$ cat config.mk
export PLATFORM = sky130hd
export DESIGN_NAME = alu_input_mux_flat
export DESIGN_NICKNAME = d
export VERILOG_FILES = /design/src/rtl/alu_pkg.sv /design/src/rtl/alu_input_mux_if.sv /design/src/rtl/alu_input_mux_sat_counter.sv /design/src/rtl/alu_input_mux.sv /design/src/flat_wrapper.sv
export SDC_FILE = /design/constraint.sdc
export NUM_CORES = 1
export LEC_CHECK = 0
export CAP_MARGIN = 5
export CORE_MARGIN = 2
export CORE_UTILIZATION = 37
export DETAILED_ROUTE_END_ITERATION = 7
export PLACE_DENSITY = 0.82
export SKIP_CTS_REPAIR_TIMING = 1
export SYNTH_ARGS = -nofsm -noshare
export SYNTH_HDL_FRONTEND = slang
export SYNTH_SLANG_ARGS = --single-unit
$ cat constraint.sdc
create_clock -name clk -period 1.6 [get_ports clk]
set_input_delay 0.32 -clock clk [delete_from_list [all_inputs] [get_ports clk]]
set_output_delay 0.32 -clock clk [all_outputs]
set_load 0.02 [all_outputs]
$ cat src/rtl/alu_pkg.sv
// Shared encodings for the ALU operand-B source select and the EX-stage forwarding mux.
// Also holds the index map for the per-source selection counters.
package alu_pkg;

    typedef enum logic {
        ALUSRC_REG = 1'b0,
        ALUSRC_IMM = 1'b1
    } alusrc_e;

    // 2'b11 is unused by the hazard unit and falls back to register data.
    typedef enum logic [1:0] {
        FWD_NONE = 2'b00,
        FWD_WB   = 2'b01,
        FWD_MEM  = 2'b10,
        FWD_RSVD = 2'b11
    } fwd_sel_e;

    localparam int NUM_SEL_CNT = 2;
    localparam int CNT_IMM     = 0;
    localparam int CNT_REG     = 1;

endpackage

$ cat src/rtl/alu_input_mux_if.sv
// Operand-B select bus: datapath inputs, control, and the registered/statistics outputs.
// Forwarding signals exist only when ALU_INPUT_MUX_FWD_EN is defined.
interface alu_input_mux_if #(
    parameter int DATA_W = 32,
    parameter int CNT_W  = 16
);
    logic [DATA_W-1:0] reg_data;
    logic [DATA_W-1:0] ImmExx;
    logic              alu_src;
    logic              inst_valid;
    logic              cnt_clr;
    logic [DATA_W-1:0] SrcB;
    logic [DATA_W-1:0] SrcB_q;
    logic              SrcB_q_valid;
    logic [CNT_W-1:0]  imm_sel_cnt;
    logic [CNT_W-1:0]  reg_sel_cnt;
`ifdef ALU_INPUT_MUX_FWD_EN
    logic [1:0]        ForwardB;
    logic [DATA_W-1:0] ALUResultM;
    logic [DATA_W-1:0] ResultW;
    logic [DATA_W-1:0] WriteDataE;
`endif

`ifdef ALU_INPUT_MUX_FWD_EN
    modport master (
        output reg_data, ImmExx, alu_src, inst_valid, cnt_clr,
        output ForwardB, ALUResultM, ResultW,
        input  SrcB, SrcB_q, SrcB_q_valid, imm_sel_cnt, reg_sel_cnt,
        input  WriteDataE
    );
    modport slave (
        input  reg_data, ImmExx, alu_src, inst_valid, cnt_clr,
        input  ForwardB, ALUResultM, ResultW,
        output SrcB, SrcB_q, SrcB_q_valid, imm_sel_cnt, reg_sel_cnt,
        output WriteDataE
    );
`else
    modport master (
        output reg_data, ImmExx, alu_src, inst_valid, cnt_clr,
        input  SrcB, SrcB_q, SrcB_q_valid, imm_sel_cnt, reg_sel_cnt
    );
    modport slave (
        input  reg_data, ImmExx, alu_src, inst_valid, cnt_clr,
        output SrcB, SrcB_q, SrcB_q_valid, imm_sel_cnt, reg_sel_cnt
    );
`endif

endinterface

$ cat src/rtl/alu_input_mux_sat_counter.sv
// Saturating up-counter with synchronous clear (clear wins over increment).
// Sticks at all-ones instead of wrapping.
module sat_counter #(
    parameter int CNT_W = 16
) (
    input  logic             clk,
    input  logic             rst_n,
    input  logic             inc,
    input  logic             clr,
    output logic [CNT_W-1:0] cnt
);

    logic [CNT_W-1:0] cnt_reg;
    logic [CNT_W-1:0] cnt_next;

    always_comb begin
        cnt_next = cnt_reg;
        if (clr) begin
            cnt_next = '0;
        end else if (inc && (cnt_reg != {CNT_W{1'b1}})) begin
            cnt_next = cnt_reg + 1'b1;
        end
    end

    always_ff @(posedge clk or negedge rst_n) begin
        if (!rst_n) begin
            cnt_reg <= '0;
        end else begin
            cnt_reg <= cnt_next;
        end
    end

    assign cnt = cnt_reg;

endmodule

$ cat src/rtl/alu_input_mux.sv
// ALU operand-B select (rs2 vs. immediate) with a registered probe copy and selection counters.
// Define ALU_INPUT_MUX_FWD_EN to insert the EX-stage forwarding mux ahead of the register leg.
module alu_input_mux
    import alu_pkg::*;
#(
    parameter int DATA_W = 32,
    parameter int CNT_W  = 16
) (
    input  logic           clk,
    input  logic           rst_n,
    alu_input_mux_if.slave bus
);

    logic [DATA_W-1:0] reg_side;
    logic [DATA_W-1:0] src_b;
    logic [DATA_W-1:0] src_b_q_reg;
    logic              src_b_q_valid_reg;

`ifdef ALU_INPUT_MUX_FWD_EN
    always_comb begin
        reg_side = bus.reg_data;
        case (bus.ForwardB)
            FWD_WB:  reg_side = bus.ResultW;
            FWD_MEM: reg_side = bus.ALUResultM;
            default: reg_side = bus.reg_data;
        endcase
    end

    assign bus.WriteDataE = reg_side;
`else
    assign reg_side = bus.reg_data;
`endif

    // Ternary keeps an X on alu_src visible in simulation rather than silently picking a leg.
    assign src_b   = (bus.alu_src == ALUSRC_IMM) ? bus.ImmExx : reg_side;
    assign bus.SrcB = src_b;

    always_ff @(posedge clk or negedge rst_n) begin
        if (!rst_n) begin
            src_b_q_reg       <= '0;
            src_b_q_valid_reg <= 1'b0;
        end else begin
            src_b_q_valid_reg <= bus.inst_valid;
            if (bus.inst_valid) begin
                src_b_q_reg <= src_b;
            end
        end
    end

    assign bus.SrcB_q       = src_b_q_reg;
    assign bus.SrcB_q_valid = src_b_q_valid_reg;

    logic [NUM_SEL_CNT-1:0] cnt_inc;
    logic [CNT_W-1:0]       cnt_val [NUM_SEL_CNT];

    assign cnt_inc[CNT_IMM] = bus.inst_valid & (bus.alu_src == ALUSRC_IMM);
    assign cnt_inc[CNT_REG] = bus.inst_valid & (bus.alu_src == ALUSRC_REG);

    genvar gi;
    generate
        for (gi = 0; gi < NUM_SEL_CNT; gi++) begin : g_sel_cnt
            sat_counter #(
                .CNT_W (CNT_W)
            ) u_cnt (
                .clk   (clk),
                .rst_n (rst_n),
                .inc   (cnt_inc[gi]),
                .clr   (bus.cnt_clr),
                .cnt   (cnt_val[gi])
            );
        end
    endgenerate

    assign bus.imm_sel_cnt = cnt_val[CNT_IMM];
    assign bus.reg_sel_cnt = cnt_val[CNT_REG];

endmodule

$ cat src/flat_wrapper.sv
// flat-port wrapper written by rule: the top's interface ports become plain ports
module alu_input_mux_flat import alu_pkg::*;
#(
    parameter int DATA_W = 32,
    parameter int CNT_W  = 16
)
  (clk, rst_n, bus_reg_data, bus_ImmExx, bus_alu_src, bus_inst_valid, bus_cnt_clr, bus_SrcB, bus_SrcB_q, bus_SrcB_q_valid, bus_imm_sel_cnt, bus_reg_sel_cnt);
  alu_input_mux_if #(.DATA_W(DATA_W), .CNT_W(CNT_W)) bus_i ();
  input  logic clk;
  input  logic rst_n;
  input wire logic [$bits(bus_i.reg_data)-1:0] bus_reg_data;
  input wire logic [$bits(bus_i.ImmExx)-1:0] bus_ImmExx;
  input wire logic [$bits(bus_i.alu_src)-1:0] bus_alu_src;
  input wire logic [$bits(bus_i.inst_valid)-1:0] bus_inst_valid;
  input wire logic [$bits(bus_i.cnt_clr)-1:0] bus_cnt_clr;
  output wire logic [$bits(bus_i.SrcB)-1:0] bus_SrcB;
  output wire logic [$bits(bus_i.SrcB_q)-1:0] bus_SrcB_q;
  output wire logic [$bits(bus_i.SrcB_q_valid)-1:0] bus_SrcB_q_valid;
  output wire logic [$bits(bus_i.imm_sel_cnt)-1:0] bus_imm_sel_cnt;
  output wire logic [$bits(bus_i.reg_sel_cnt)-1:0] bus_reg_sel_cnt;
  assign bus_i.reg_data = bus_reg_data;
  assign bus_i.ImmExx = bus_ImmExx;
  assign bus_i.alu_src = bus_alu_src;
  assign bus_i.inst_valid = bus_inst_valid;
  assign bus_i.cnt_clr = bus_cnt_clr;
  assign bus_SrcB = bus_i.SrcB;
  assign bus_SrcB_q = bus_i.SrcB_q;
  assign bus_SrcB_q_valid = bus_i.SrcB_q_valid;
  assign bus_imm_sel_cnt = bus_i.imm_sel_cnt;
  assign bus_reg_sel_cnt = bus_i.reg_sel_cnt;
  alu_input_mux #(.DATA_W(DATA_W), .CNT_W(CNT_W)) u_core (.clk(clk), .rst_n(rst_n), .bus(bus_i));
endmodule
* After elaboration in Yosys (flattened, before gate mapping)
Index checks and enable logic that the tools add are counted.
** Cells by class
- Add/subtract/negate cells :: 2
- Multiplexer cells :: 5
- Bitwise logic cells :: 3
- Reductions and logical operators :: 4
- Equal/unequal tests :: 2
** Operators by type and width (count)
- $mux W16 :: 4
- $add A16 B1 Y16 const B :: 2
- $mux W32 :: 1
- $ne A16 B16 Y1 const B :: 2
- $reduce_bool A2 Y1 :: 2
- $and A1 B1 Y1 :: 2
- $logic_and A1 B1 Y1 :: 2
- $not A1 Y1 :: 1
** Storage, ports and cells
- Input port bits :: 69
- Flip-flop bits (word level) :: 65

* Logic depth before layout (Yosys ltp)
- Word-level depth :: 5
- Mapped depth :: 7
- Depth with buffers taken out :: 6

* Hierarchy
A second synthesis with hierarchy kept.
** Unflattened totals
- Cells, all modules :: 303
- Area total of the unflattened synthesis :: 3742.3 um^2
** By module, submodules not included
- sat_counter :: times used 2, area each 942.2 um^2, cells each 98
- alu_input_mux :: times used 1, area each 1858.0 um^2, cells each 107

* Worst setup path after synthesis
OpenSTA, ideal clock, no wires.
- Kind :: register to register
- Start point :: reg u_core.g_sel_cnt[1].u_cnt.cnt_reg[0]
- End point :: reg u_core.g_sel_cnt[1].u_cnt.cnt_reg[1]
- Arrival :: 1.687 ns
- Data required time :: 1.468 ns
- Clock period less this slack :: 1.819 ns
- Stages on the path, launching flop included :: 8
- Path buffers :: 1
- Setup slack :: -0.219 ns
- Cells stage by stage :: dfrtp_1 -> ha_1 -> nand2_1 -> or3_1 -> buf_6 -> o21ai_4 -> mux2i_1 -> nor2_1
** Between the ends
- Cells in the longest elaborated chain, start to end :: 3
- Elaborated cells between the ends (all ways) :: 6
** RTL lines
- start, declared :: line alu_input_mux_sat_counter.sv:13 : logic [CNT_W-1:0] cnt_reg;
- start signal, assigned :: line alu_input_mux_sat_counter.sv:29 : cnt_reg <= cnt_next;
- $add A16 B1 Y16 / $ne A16 B16 Y1 (equally long branches) :: line alu_input_mux_sat_counter.sv:21, alu_input_mux_sat_counter.sv:20
- $mux W16 / $logic_and A1 B1 Y1 (equally long branches) :: line alu_input_mux_sat_counter.sv:20 : end else if (inc && (cnt_reg != {CNT_W{1'b1}})) begin
- $mux W16 / $reduce_bool A2 Y1 (equally long branches)
Several ways; a longest one is shown, not always the timed one. The select of a mux whose other input is x is not followed.
A chain may end at the register's enable or synchronous reset.

* Final worst setup path
Ends and elaborated chain as after synthesis.

==> flow_metrics.env <==
export IMPL_critical_path_max_fanout=5
export IMPL_nets=583
export IMPL_critPathRequiredTime_ns=1.82
export IMPL_min_path_type="input port to asynchronous set/reset pin"
export IMPL_antenna_found_initial=0
export IMPL_synth_seq_cells=65
export IMPL_slew_viol_final=0
export IMPL_status="finished, violations left"
export IMPL_finClkSkew_ns=0.00546
export IMPL_initial_core_util_pct=38.2
export IMPL_dp_cells=601
export IMPL_p_leak_nw=3.61
export IMPL_swShare_pct=28.0
export IMPL_die_w_microns=99.2
export IMPL_yosysWarnings=0
export IMPL_p_int_mw=3.00
export IMPL_final_cell_mix="dlymetal6s2s_1 (91), clkdlybuf4s50_1 (65), mux2_2 (64)"
export IMPL_vias_per_cell=5.01
export IMPL_finalSetupViolCount=1
export IMPL_std_cell_rows=34
export IMPL_combPwrFrac_pct=26.4
export IMPL_cts_buffer_depth=2
export IMPL_ir_worst_vdd_v=0.000441
export IMPL_layout_commonest_cell="dlymetal6s2s_1"
export IMPL_gp_congestion=0.791
export IMPL_syn_area_per_cell_sq_um=11.6
export IMPL_numCtsBuffers=9
export IMPL_period_share_pct=102
export IMPL_utilization_pct=69.1
export IMPL_ant_nets=0
export IMPL_totalPowerFinal_mw=4.16
export IMPL_cts_sinks=65
export IMPL_synth_cell_area_sq_um=3350
export IMPL_io_buffers=165
export IMPL_worst_slack_ns=-0.0362
export IMPL_instances_no_fill=625
export IMPL_worstSetupStartpointType="register"
export IMPL_cts_tree="done"
export IMPL_cp_data_arrival_time_ns=1.85
export IMPL_drive_gt1_share_pct=34.6
export IMPL_grt_pass1_vias=3351
export IMPL_p_per_area_nw_per_um2=687
export IMPL_io_pins=166
export IMPL_netlist_instances=289
export IMPL_switching_power_mw=1.16
export IMPL_clk_pin_slew_ns=0.07
export IMPL_drt_iter0_drc=51
export IMPL_htree_levels=3
export IMPL_remaining_drc_errors=0
export IMPL_insertion_delay_ns=0.33
export IMPL_die_h_microns=99.2
export IMPL_cts_root_buf="clkbuf_8"
export IMPL_grt_max_degree=66
export IMPL_vias=3132
export IMPL_grt_overflow=0
export IMPL_holdWs_ns=-0.0122
export IMPL_p_seq_share_pct=43.5
export IMPL_grt_use_total_pct=20.1
export IMPL_rsz0062_at_grt="true"
export IMPL_pwr_share_clk_pct=30.1
export IMPL_max_freq_ghz=0.611
export IMPL_post_drt_wl_per_cell_microns=15.9
export IMPL_worst_setup_path_type="register to register"
export IMPL_hold_viol=16
export IMPL_antenna_diode_count=0
export IMPL_synth_cell_types=38
export IMPL_synth_seq_area_share_pct=48.5
export IMPL_drtPass1Iterations=4
export IMPL_post_place_ws_ns=-0.313
export IMPL_synth_nets=360
export IMPL_drv_cap=0
export IMPL_min_period_ns=1.64
export IMPL_dp_hpwl_mm=7.31
export IMPL_drt_wl_total_mm=9.94
export IMPL_violations="negative hold slack, negative setup slack"
export IMPL_end_kind="register"
export IMPL_max_slew_worst_pin_slew_ns=0.385
export IMPL_core_region_area_sq_um=8760
export IMPL_dieArea_sq_um=9830
export IMPL_synthToLayoutAreaGrowth_pct=80.7
export IMPL_slew_headroom_pct=74.1
export IMPL_fill_cells=639
export IMPL_grt_pass1_wl_mm=15.9
critical path, cell delays in order (launching register included):
cell and delay, ns:
dfrtp_2 0.39, ha_4 0.15, nand2_4 0.05, or3_4 0.38, buf_6 0.15, o21ai_4 0.15
mux2i_1 0.20, nor2_1 0.05
synthesized netlist by cell type, drive strengths merged:
cell / number / area [sq um]
a21oi: 3 / 15.0
a31oi: 1 / 6.26
and2: 3 / 18.8
and3: 5 / 31.3
and4: 3 / 26.3
buf: 7 / 40.0
clkbuf: 5 / 18.8
dfrtp: 65 / 1630
ha: 2 / 25.0
mux2: 64 / 721
mux2i: 4 / 40.0
nand2: 13 / 56.3
nand2b: 1 / 6.26
nand3: 12 / 60.1
nand3b: 1 / 7.51
nand4: 8 / 68.8
nor2: 32 / 120
nor2b: 2 / 12.5
nor3: 8 / 40.0
nor3b: 2 / 15.0
nor4: 3 / 18.8
nor4b: 1 / 8.76
o2111a: 1 / 11.3
o2111ai: 3 / 26.3
o211ai: 4 / 40.0
o21ai: 10 / 68.8
or3: 2 / 12.5
or4: 1 / 7.51
xnor2: 2 / 17.5
xor2: 21 / 184
final cells by class:
class / count / area (sq um) / area share, %
Clock buffer: 14 / 163 / 2.69
Multi-Input combinational cell: 212 / 1780 / 29.3
Timing Repair Buffer: 224 / 2330 / 38.4
Tap cell: 108 / 135 / 2.23
Sequential cell: 65 / 1640 / 27.1
Clock inverter: 2 / 12.5 / 0.207
per-layer routing:
layer	global-route usage, %	vias up	wire length [microns]
met2	36.3	116	5370
met4	5.37	0	102
met5	0	-	0
li1	-	1489	-
met3	7.38	11	783
met1	22.3	1516	3690
power by group through the flow:
| stage | clock network, mW | registers [mW] | logic, mW |
|---|---|---|---|
| after floorplan | 0 | 1.98 | 0.335 |
| after global placement | 0 | 1.84 | 1.13 |
| after detailed placement | 0 | 1.84 | 1.15 |
| after CTS | 1.28 | 1.82 | 1.15 |
| after global routing | 1.37 | 1.83 | 1.16 |
| final | 1.25 | 1.81 | 1.10 |
metrics by stage:
stage,area (sq um),TNS (ns)
final,6060,-0.0362
after global routing,6060,-0.461
after CTS,5750,-15.90
after detailed placement,5570,-12.72
after global placement,5570,-11.41
after floorplan,3440,-0.215
path summary, 6_finish.rpt:
path	endpoint	startpoint	cells past startpoint	slack [ns]
min in group clk	u_core.bus.SrcB_q[26]$_DFFE_PN0P_	bus_inst_valid	2	0.41
setup reg to reg	u_core.g_sel_cnt[1].u_cnt.cnt[1]$_DFFE_PN0P_	u_core.g_sel_cnt[1].u_cnt.cnt[0]$_DFFE_PN0P_	7	-0.04
setup / recovery	u_core.g_sel_cnt[1].u_cnt.cnt[1]$_DFFE_PN0P_	u_core.g_sel_cnt[1].u_cnt.cnt[0]$_DFFE_PN0P_	7	-0.04
hold / removal	u_core.g_sel_cnt[1].u_cnt.cnt[10]$_DFFE_PN0P_	rst_n	2	-0.01
max in group asynchronous	u_core.g_sel_cnt[0].u_cnt.cnt[2]$_DFFE_PN0P_	rst_n	2	1.30
hold reg to reg	u_core.bus.SrcB_q[0]$_DFFE_PN0P_	u_core.bus.SrcB_q[0]$_DFFE_PN0P_	1	0.50
cell families after synthesis:
kind of cell / Yosys count / share of synthesized area, %
AOI/OAI and AO/OA: 22 / 5.00
xor gates and xnor gates: 23 / 6.01
adders and majority gates: 2 / 0.747
buffers and inverters: 12 / 1.75
DFF: 65 / 48.5
muxes: 68 / 22.7
and+or+nand+nor: 97 / 15.2
(Power assumes the default switching activity.)
